--- src/rtl/bin_to_bcd_seq.sv ---
// Sequential binary-to-BCD converter (shift-add-3 / double dabble) with a
// start/done handshake. It feeds per-digit 7-segment decoders.
module bin_to_bcd_seq #(
  parameter int unsigned WIDTH  = 9,
  parameter int unsigned DIGITS = 3
) (
  input  logic                  clk,
  input  logic                  rst,
  input  logic                  start,
  input  logic [WIDTH-1:0]      bin_in,
  output logic                  busy,
  output logic                  done,
  output logic [4*DIGITS-1:0]   bcd_out
);

  localparam int unsigned BW = 4 * DIGITS;
  localparam int unsigned CW = $clog2(WIDTH + 1);

  typedef enum logic [1:0] {
    IDLE,
    SHIFT,
    DONE
  } state_t;

  state_t          state, state_n;
  logic [WIDTH-1:0] shreg, shreg_n;
  logic [BW-1:0]   scratch, scratch_n;
  logic [BW-1:0]   adj;
  logic [CW-1:0]   cnt, cnt_n;
  logic [BW-1:0]   bcd_n;
  logic            done_n;

  // Add-3 is applied per nibble, so no carry ever crosses a digit boundary.
  always_comb begin
    adj = scratch;
    for (int unsigned d = 0; d < DIGITS; d++) begin
      if (scratch[4*d +: 4] >= 4'd5) begin
        adj[4*d +: 4] = scratch[4*d +: 4] + 4'd3;
      end
    end
  end

  always_comb begin
    state_n   = state;
    shreg_n   = shreg;
    scratch_n = scratch;
    cnt_n     = cnt;
    bcd_n     = bcd_out;
    done_n    = 1'b0;
    case (state)
      IDLE: begin
        if (start) begin
          shreg_n   = bin_in;
          scratch_n = '0;
          cnt_n     = CW'(WIDTH);
          state_n   = SHIFT;
        end
      end
      SHIFT: begin
        {scratch_n, shreg_n} = {adj, shreg} << 1;
        cnt_n = cnt - CW'(1);
        if (cnt == CW'(1)) begin
          state_n = DONE;
        end
      end
      DONE: begin
        // done and bcd_out are registered, so they appear together as the FSM returns to IDLE.
        bcd_n   = scratch;
        done_n  = 1'b1;
        state_n = IDLE;
      end
      default: state_n = IDLE;
    endcase
  end

  always_ff @(posedge clk) begin
    if (rst) begin
      state   <= IDLE;
      shreg   <= '0;
      scratch <= '0;
      cnt     <= '0;
      bcd_out <= '0;
      done    <= 1'b0;
    end else begin
      state   <= state_n;
      shreg   <= shreg_n;
      scratch <= scratch_n;
      cnt     <= cnt_n;
      bcd_out <= bcd_n;
      done    <= done_n;
    end
  end

  assign busy = (state != IDLE);

endmodule

--- config.mk ---
export PLATFORM = sky130hd
export DESIGN_NAME = bin_to_bcd_seq
export DESIGN_NICKNAME = d
export VERILOG_FILES = /design/src/rtl/bin_to_bcd_seq.sv
export SDC_FILE = /design/constraint.sdc
export NUM_CORES = 1
export LEC_CHECK = 0
export ABC_CLOCK_PERIOD_IN_PS = 1400
export BUFFER_PORTS_ARGS = -buffer_cell sky130_fd_sc_hd__buf_2
export CAP_MARGIN = 20
export CORE_ASPECT_RATIO = 1.1
export CORE_UTILIZATION = 38
export CTS_BUF_LIST = sky130_fd_sc_hd__clkbuf_4 sky130_fd_sc_hd__clkbuf_8
export DETAILED_ROUTE_END_ITERATION = 12
export GPL_ROUTABILITY_DRIVEN = 0
export PLACE_DENSITY = 0.67
export SLEW_MARGIN = 20
export SYNTH_ARGS = -nofsm -noshare
export SYNTH_HDL_FRONTEND = slang
export SYNTH_SLANG_ARGS = --single-unit
--- constraint.sdc ---
create_clock -name clk -period 1.4 [get_ports clk]
set_clock_uncertainty 0.15 [all_clocks]
set_input_delay 0.07 -clock clk [delete_from_list [all_inputs] [get_ports clk]]
set_output_delay 0.07 -clock clk [all_outputs]
set_load 0.01 [all_outputs]
==> results of run 1 <==
## power groups by stage
stage	Sequential [mW]	Clock [mW]	Combinational [mW]
2_1_floorplan	1.23	0	0.222
3_3_place_gp	1.24	0	0.305
3_5_place_dp	1.24	0	0.311
4_1_cts	1.21	0.779	0.332
5_1_grt	1.22	0.821	0.372
6_report	1.22	0.762	0.333
## layout by cell type (no fill, tap or decap), types with 5 or more instances in the layout
cell / netlist / layout
a21oi_1: 28 / 25
dfxtp_2: 0 / 8
a22o_1: 8 / 8
buf_4: 2 / 22
ha_4: 0 / 6
buf_2: 6 / 25
clkbuf_8: 0 / 5
nor2_1: 35 / 35
inv_1: 9 / 5
nor3_1: 11 / 11
nand2_1: 25 / 25
o21ai_1: 3 / 5
nor2b_1: 8 / 8
dfxtp_1: 40 / 31
## worst register-to-register path, delay by kind of cell (launching register included)
| family | cells | cell delay [ps] |
|---|---|---|
| AOI/OAI and AO/OA | 2 | 320 |
| adders and majority gates | 1 | 160 |
| buffers and inverters | 1 | 100 |
| DFF | 1 | 360 |
| muxes | 1 | 240 |
| and+or+nand+nor | 1 | 60 |
## cell usage after synthesis (all sizes together)
master   number
a211oi        2
a21oi        28
a22o          8
a22oi         2
a2bb2oi       1
a311oi        1
and2b         1
and3          1
buf           9
clkbuf        3
dfxtp        40
ha            8
inv           9
mux2          1
mux2i         3
nand2        25
nand2b        5
nand3         3
nand3b        1
nor2         39
nor2b         8
nor3         11
nor3b         1
o21ai         6
or2           2
xnor2         3
xor2          2
## path summary, 6_finish.rpt
kind	startpoint	cells after the start	to
hold / removal	bin_in[3]	5	shreg[3]
hold reg to reg	bcd_out[11]	2	bcd_out[11]
setup / recovery	scratch[8]	6	scratch[10]
setup reg to reg	scratch[8]	6	scratch[10]
## per-stage QoR
stage	total power, mW	setup TNS, ps	setup slack (ps)	instance area (µm²)
after global placement	1.55	-37.1	-17.9	2150
after CTS	2.32	-16.8	-16.8	2330
final	2.31	-55.3	-43.0	2410
after global routing	2.42	-482	-115	2410
after detailed placement	1.55	-286	-57.1	2150
after floorplan	1.46	-1.03	-1.03	1850
## cells by family (layout without fill, tap and decap cells)
family | Yosys count | after routing
buf+inv | 21 | 66
xor+xnor | 5 | 5
mux | 4 | 4
simple gates | 97 | 98
flops | 40 | 40
compound gates | 48 | 48
fa+ha+maj | 8 | 8
## repair_timing
item / in CTS / in global routing
hold endpoints to repair: 1 / 0
cloned: 1 / 0
pin swaps: 7 / 12
hold buffers: 1 / 0
setup buffers: 1 / 1
endpoints found under the setup margin: 24 / 13
resized for setup: 20 / 19
## cell type report
cell class              instances  area, µm²  area share (%)
clock inverters                 2       12.5           0.519
repair buffers                 50        323            13.4
flip-flops and latches         40        815            33.8
multi-input cells             163       1080            45.0
well taps                      56       70.1            2.90
inverters                       9       38.8            1.61
clock buffers                   5       68.8            2.85
## registers in the layout (all words and copies together) (netlist names)
signal   flops
bcd_out     12
scratch     12
shreg        9
cnt          4
state        2
done         1
## routing by layer
layer,vias up,GRT usage (%),wire (µm)
li1,839,-,-
met1,724,20.7,1940
met2,29,29.1,1900
met3,8,4.85,128
met4,0,7.41,63
met5,-,0,0
==> flow_metrics.env, run 1 <==
export IMPL_synth_nets=243
export IMPL_avgViaCountPerCell=4.92
export IMPL_firstDrtPassIters=4
export IMPL_leakage_nw=0.995
export IMPL_setup_viol=2
export IMPL_placementRows=26
export IMPL_synth_top_family_by_area="simple AND/OR/NAND/NOR gates"
export IMPL_status="complete, but fails checks"
export IMPL_path_class="flip-flop to flip-flop"
export IMPL_finish_utilization_pct=51.9
export IMPL_violations="negative setup slack"
export IMPL_setup_ws_ps=-43.0
export IMPL_areaGrowthSynthToFinish_pct=31.7
export IMPL_avgSynthCellArea_um2=8.21
export IMPL_dieArea_um2=5100
export IMPL_worstMarginPinSlew_ps=267
export IMPL_clock_sinks=40
export IMPL_grt_pass1_vias=1473
export IMPL_fmax_mhz=693
export IMPL_wl_um=4040
export IMPL_crit_path_cell_trace="inv_1 -> ha_4 -> nand2b_4 -> a21oi_4 -> mux2i_1 -> a22o_1"
export IMPL_relSlewSlack_pct=82.2
export IMPL_cp_max_fo=4
export IMPL_p_sw_uw=637
export IMPL_ys_top_cells_by_area="dfxtp_1 44%, a21oi_1 7.7%, nor2_1 7.2%"
export IMPL_cap_violations=0
export IMPL_drc=0
export IMPL_r2r_slack_ps=-40
export IMPL_synth_seq_cells=40
export IMPL_cts_root_buffer="clkbuf_8"
export IMPL_port_buffers=25
export IMPL_numCtsBuffers=5
export IMPL_start_util_pct=39.4
export IMPL_netlist_instances=223
export IMPL_critPathLaunchType="flip-flop"
export IMPL_finalCritPeriodShare_pct=103
export IMPL_hold_path_class="input pin to flip-flop"
export IMPL_synth_seq_area_share_pct=43.7
export IMPL_syn_area_um2=1830
export IMPL_pwr_share_clk_pct=33.0
export IMPL_cts_max_level=2
export IMPL_die_h_um=74.8
export IMPL_holdWs_ps=28.1
export IMPL_synthAdderAreaFrac_pct=5.46
export IMPL_period_minus_slack_ps=1440
export IMPL_diodes=0
export IMPL_num_vias=1600
export IMPL_p_seq_share_pct=52.6
export IMPL_slew_violations=0
export IMPL_antenna_found_initial=0
export IMPL_ys_warn_count=0
export IMPL_overflow=0
export IMPL_nets=289
export IMPL_die_width_um=68.2
export IMPL_synth_area_leader_cell="dfxtp_1"
export IMPL_grt_pass1_wl_um=6570
export IMPL_drt_iter0_drc=58
export IMPL_io_pins=26
export IMPL_ir_worst_vdd_mv=0.458
export IMPL_grt_util_all_layers_pct=17.4
export IMPL_share_comb_of_total_power_pct=14.4
export IMPL_cp_top_family="flip-flops"
export IMPL_rsz0062_at_grt="true"
export IMPL_synth_mux_area_share_pct=2.25
export IMPL_grt_start_max_net_pins=22
export IMPL_clk_pin_slew_ps=90
export IMPL_clock_path_buffers=2
export IMPL_crit_slowest_cell="dfxtp_2"
export IMPL_clk_latency_ps=300
export IMPL_critPathBufInv=1
export IMPL_cts_tree="built"
export IMPL_n_fill_cell=447
export IMPL_cp_arrival_ps=1550
export IMPL_worst_ep_required_time_ps=1500
export IMPL_instances_no_fill=325
export IMPL_end_kind="flip-flop"
export IMPL_p_int_mw=1.67
export IMPL_wl_per_cell_um=12.4
export IMPL_postRouteAntennaNets=0
export IMPL_switching_share_pct=27.6
export IMPL_slowest_delay_ps=360
export IMPL_place_inst=314
export IMPL_post_route_cells_drive_above_1_share_pct=34.6
export IMPL_yosys_area_share_simple_pct=24.7
export IMPL_synth_compound_area_share_pct=16.3
export IMPL_hpwl_um=2550
export IMPL_coreArea_um2=4650
export IMPL_synth_xor_area_share_pct=2.39
export IMPL_powerDensity_nw_per_um2=958
export IMPL_yosysTopAreaCellShare_pct=43.7
export IMPL_hold_viol=0
export IMPL_synth_distinct_cells=33
(Power assumes the default switching activity.)
==> run 2: changes to the inputs <==
- CORE_UTILIZATION: 38 -> 26
- PLACE_DENSITY: 0.67 -> 0.52
==> flow_metrics.env, run 2 (same netlist as run 1, synthesis figures left out) <==
export IMPL_start_util_pct=27.3
export IMPL_cts_tree="built"
export IMPL_critPathLaunchType="flip-flop"
export IMPL_clk_latency_ps=300
export IMPL_share_comb_of_total_power_pct=15.0
export IMPL_firstDrtPassIters=4
export IMPL_die_width_um=82.0
export IMPL_ir_worst_vdd_mv=0.554
export IMPL_grt_start_max_net_pins=28
export IMPL_die_h_um=90.0
export IMPL_grt_pass1_vias=1554
export IMPL_nets=294
export IMPL_areaGrowthSynthToFinish_pct=36.6
export IMPL_seq_area_um2=821
export IMPL_hpwl_um=2760
export IMPL_r2r_worst_path_cells=6
export IMPL_grt_util_all_layers_pct=12.5
export IMPL_cp_max_fo=3
export IMPL_io_pins=26
export IMPL_p_seq_share_pct=50.7
export IMPL_clock_path_buffers=2
export IMPL_setup_viol=1
export IMPL_worstHoldStart="bin_in[4]"
export IMPL_diodes=0
export IMPL_wl_met3_um=160
export IMPL_cts_max_level=2
export IMPL_avgViaCountPerCell=4.55
export IMPL_overflow=0
export IMPL_grt_pass1_wl_um=7180
export IMPL_n_fill_cell=732
export IMPL_powerDensity_nw_per_um2=958
export IMPL_slew_violations=0
export IMPL_setup_ws_ps=-38.3
export IMPL_end_kind="flip-flop"
export IMPL_cp_arrival_ps=1540
export IMPL_rsz0062_at_grt="true"
export IMPL_p_sw_uw=648
export IMPL_antenna_found_initial=0
export IMPL_worstMarginPinSlew_ps=312
export IMPL_coreArea_um2=6710
export IMPL_p_int_mw=1.75
export IMPL_drc=0
export IMPL_relSlewSlack_pct=79.2
export IMPL_switching_share_pct=27.0
export IMPL_port_buffers=25
export IMPL_reg2reg_from="scratch[1]"
export IMPL_cap_violations=0
export IMPL_wl_um=4220
export IMPL_final_cell_mix="35 x nor2_1, 30 x dfxtp_1, 25 x a21oi_1, 25 x nand2_1, 25 x buf_4"
export IMPL_leakage_nw=1.03
export IMPL_clock_sinks=40
export IMPL_num_vias=1623
export IMPL_top_layer="met4"
export IMPL_final_common_cell="nor2_1"
export IMPL_instances_no_fill=357
export IMPL_wl_met2_um=1930
export IMPL_multi_input_area_um2=1070
export IMPL_r2r_slack_ps=-40
export IMPL_whs_endpoint="shreg[4]"
export IMPL_whs_path_depth=5
export IMPL_cts_root_buffer="clkbuf_8"
export IMPL_clk_pin_slew_ps=80
export IMPL_hold_path_class="input pin to flip-flop"
export IMPL_wl_per_cell_um=11.8
export IMPL_worst_ep_required_time_ps=1500
export IMPL_numCtsBuffers=5
export IMPL_status="complete, but fails checks"
export IMPL_drt_iter0_drc=46
export IMPL_placementRows=31
export IMPL_violations="negative setup slack"
export IMPL_postRouteAntennaNets=0
export IMPL_place_inst=342
export IMPL_path_class="flip-flop to flip-flop"
export IMPL_post_route_cells_drive_above_1_share_pct=38.2
export IMPL_finalCritPeriodShare_pct=103
export IMPL_p_total_mw=2.40
export IMPL_period_minus_slack_ps=1440
export IMPL_pwr_share_clk_pct=34.4
export IMPL_wl_met1_um=2060
export IMPL_dieArea_um2=7390
export IMPL_hold_viol=0
export IMPL_r2r_end="scratch[2]"
export IMPL_fmax_mhz=695
export IMPL_largestRegisters="bcd_out: 12 flops, scratch: 12 flops, shreg: 9 flops"
## run 2: cell types whose count changed in the layout (fill, tap and decap cells not counted), sizes merged
| cell | previous run | this run |
|---|---|---|
| clkinv | 1 | 0 |
| dlygate4sd3 | 1 | 2 |
| clkbuf | 5 | 6 |
| buf | 49 | 53 |
| clkinvlp | 1 | 2 |
## run 2: worst max-delay path by stage
stage | startpoint | cells past startpoint | slack, ps | to
global route | scratch[5] | 6 | -80 | scratch[5]
global placement | scratch[1] | 6 | -20 | scratch[2]
detailed placement | scratch[1] | 6 | -70 | scratch[2]
CTS | scratch[1] | 6 | -4 | scratch[2]
finish | scratch[1] | 6 | -40 | scratch[2]
floorplan | scratch[1] | 6 | -1 | scratch[2]
## run 2: through the flow
stage | area [µm²] | setup TNS [ps] | setup WS [ps] | utilization (%) | hold WS (ps)
2_1_floorplan | 1850 | -1.03 | -1.03 | - | 167
3_3_place_gp | 2190 | -30.0 | -17.9 | 32.7 | 248
3_5_place_dp | 2190 | -294 | -68.1 | 32.7 | 256
4_1_cts | 2400 | -4.13 | -4.13 | 35.8 | 26.0
5_1_grt | 2500 | -507 | -81.5 | 37.3 | 57.1
6_report | 2500 | -38.3 | -38.3 | 37.3 | 28.6
## run 2: per-layer routing
metal / up-vias / track usage, %
met2: 31 / 20.0
met3: 8 / 3.35
met5: - / 0
met1: 738 / 15.8
li1: 846 / -
met4: 0 / 4.39
## run 2: area by class of cell
cell class,instances,share of cell area [%]
repair buffers,55,15.0
clock inverters,2,0.600
multi-input cells,163,42.7
inverters,9,1.45
well taps,82,4.10
flip-flops and latches,40,32.8
clock buffers,6,3.30
## run 2: worst max-delay path, cell delays in order, from the launching register on
cell and delay [ps]:
dfxtp_2 360, inv_4 50, ha_4 150, nand2b_4 140, a21oi_4 160, mux2i_1 240
a22o_1 140
## run 2: power groups by stage
stage               clock network, mW  registers, mW  logic (mW)
floorplan                           0           1.23       0.222
global placement                    0           1.24       0.310
detailed placement                  0           1.24       0.310
CTS                             0.852           1.21       0.333
global route                    0.906           1.22       0.406
finish                          0.824           1.22       0.358
## run 2: repair_timing
item                       4_1_cts  5_1_grt
hold buffers                     2        0
setup buffers                    2        3
resized for setup               22       24
hold endpoints to repair         5        0
gates cloned                     1        0
setup endpoints to repair       10       15
pin swaps                        9        8
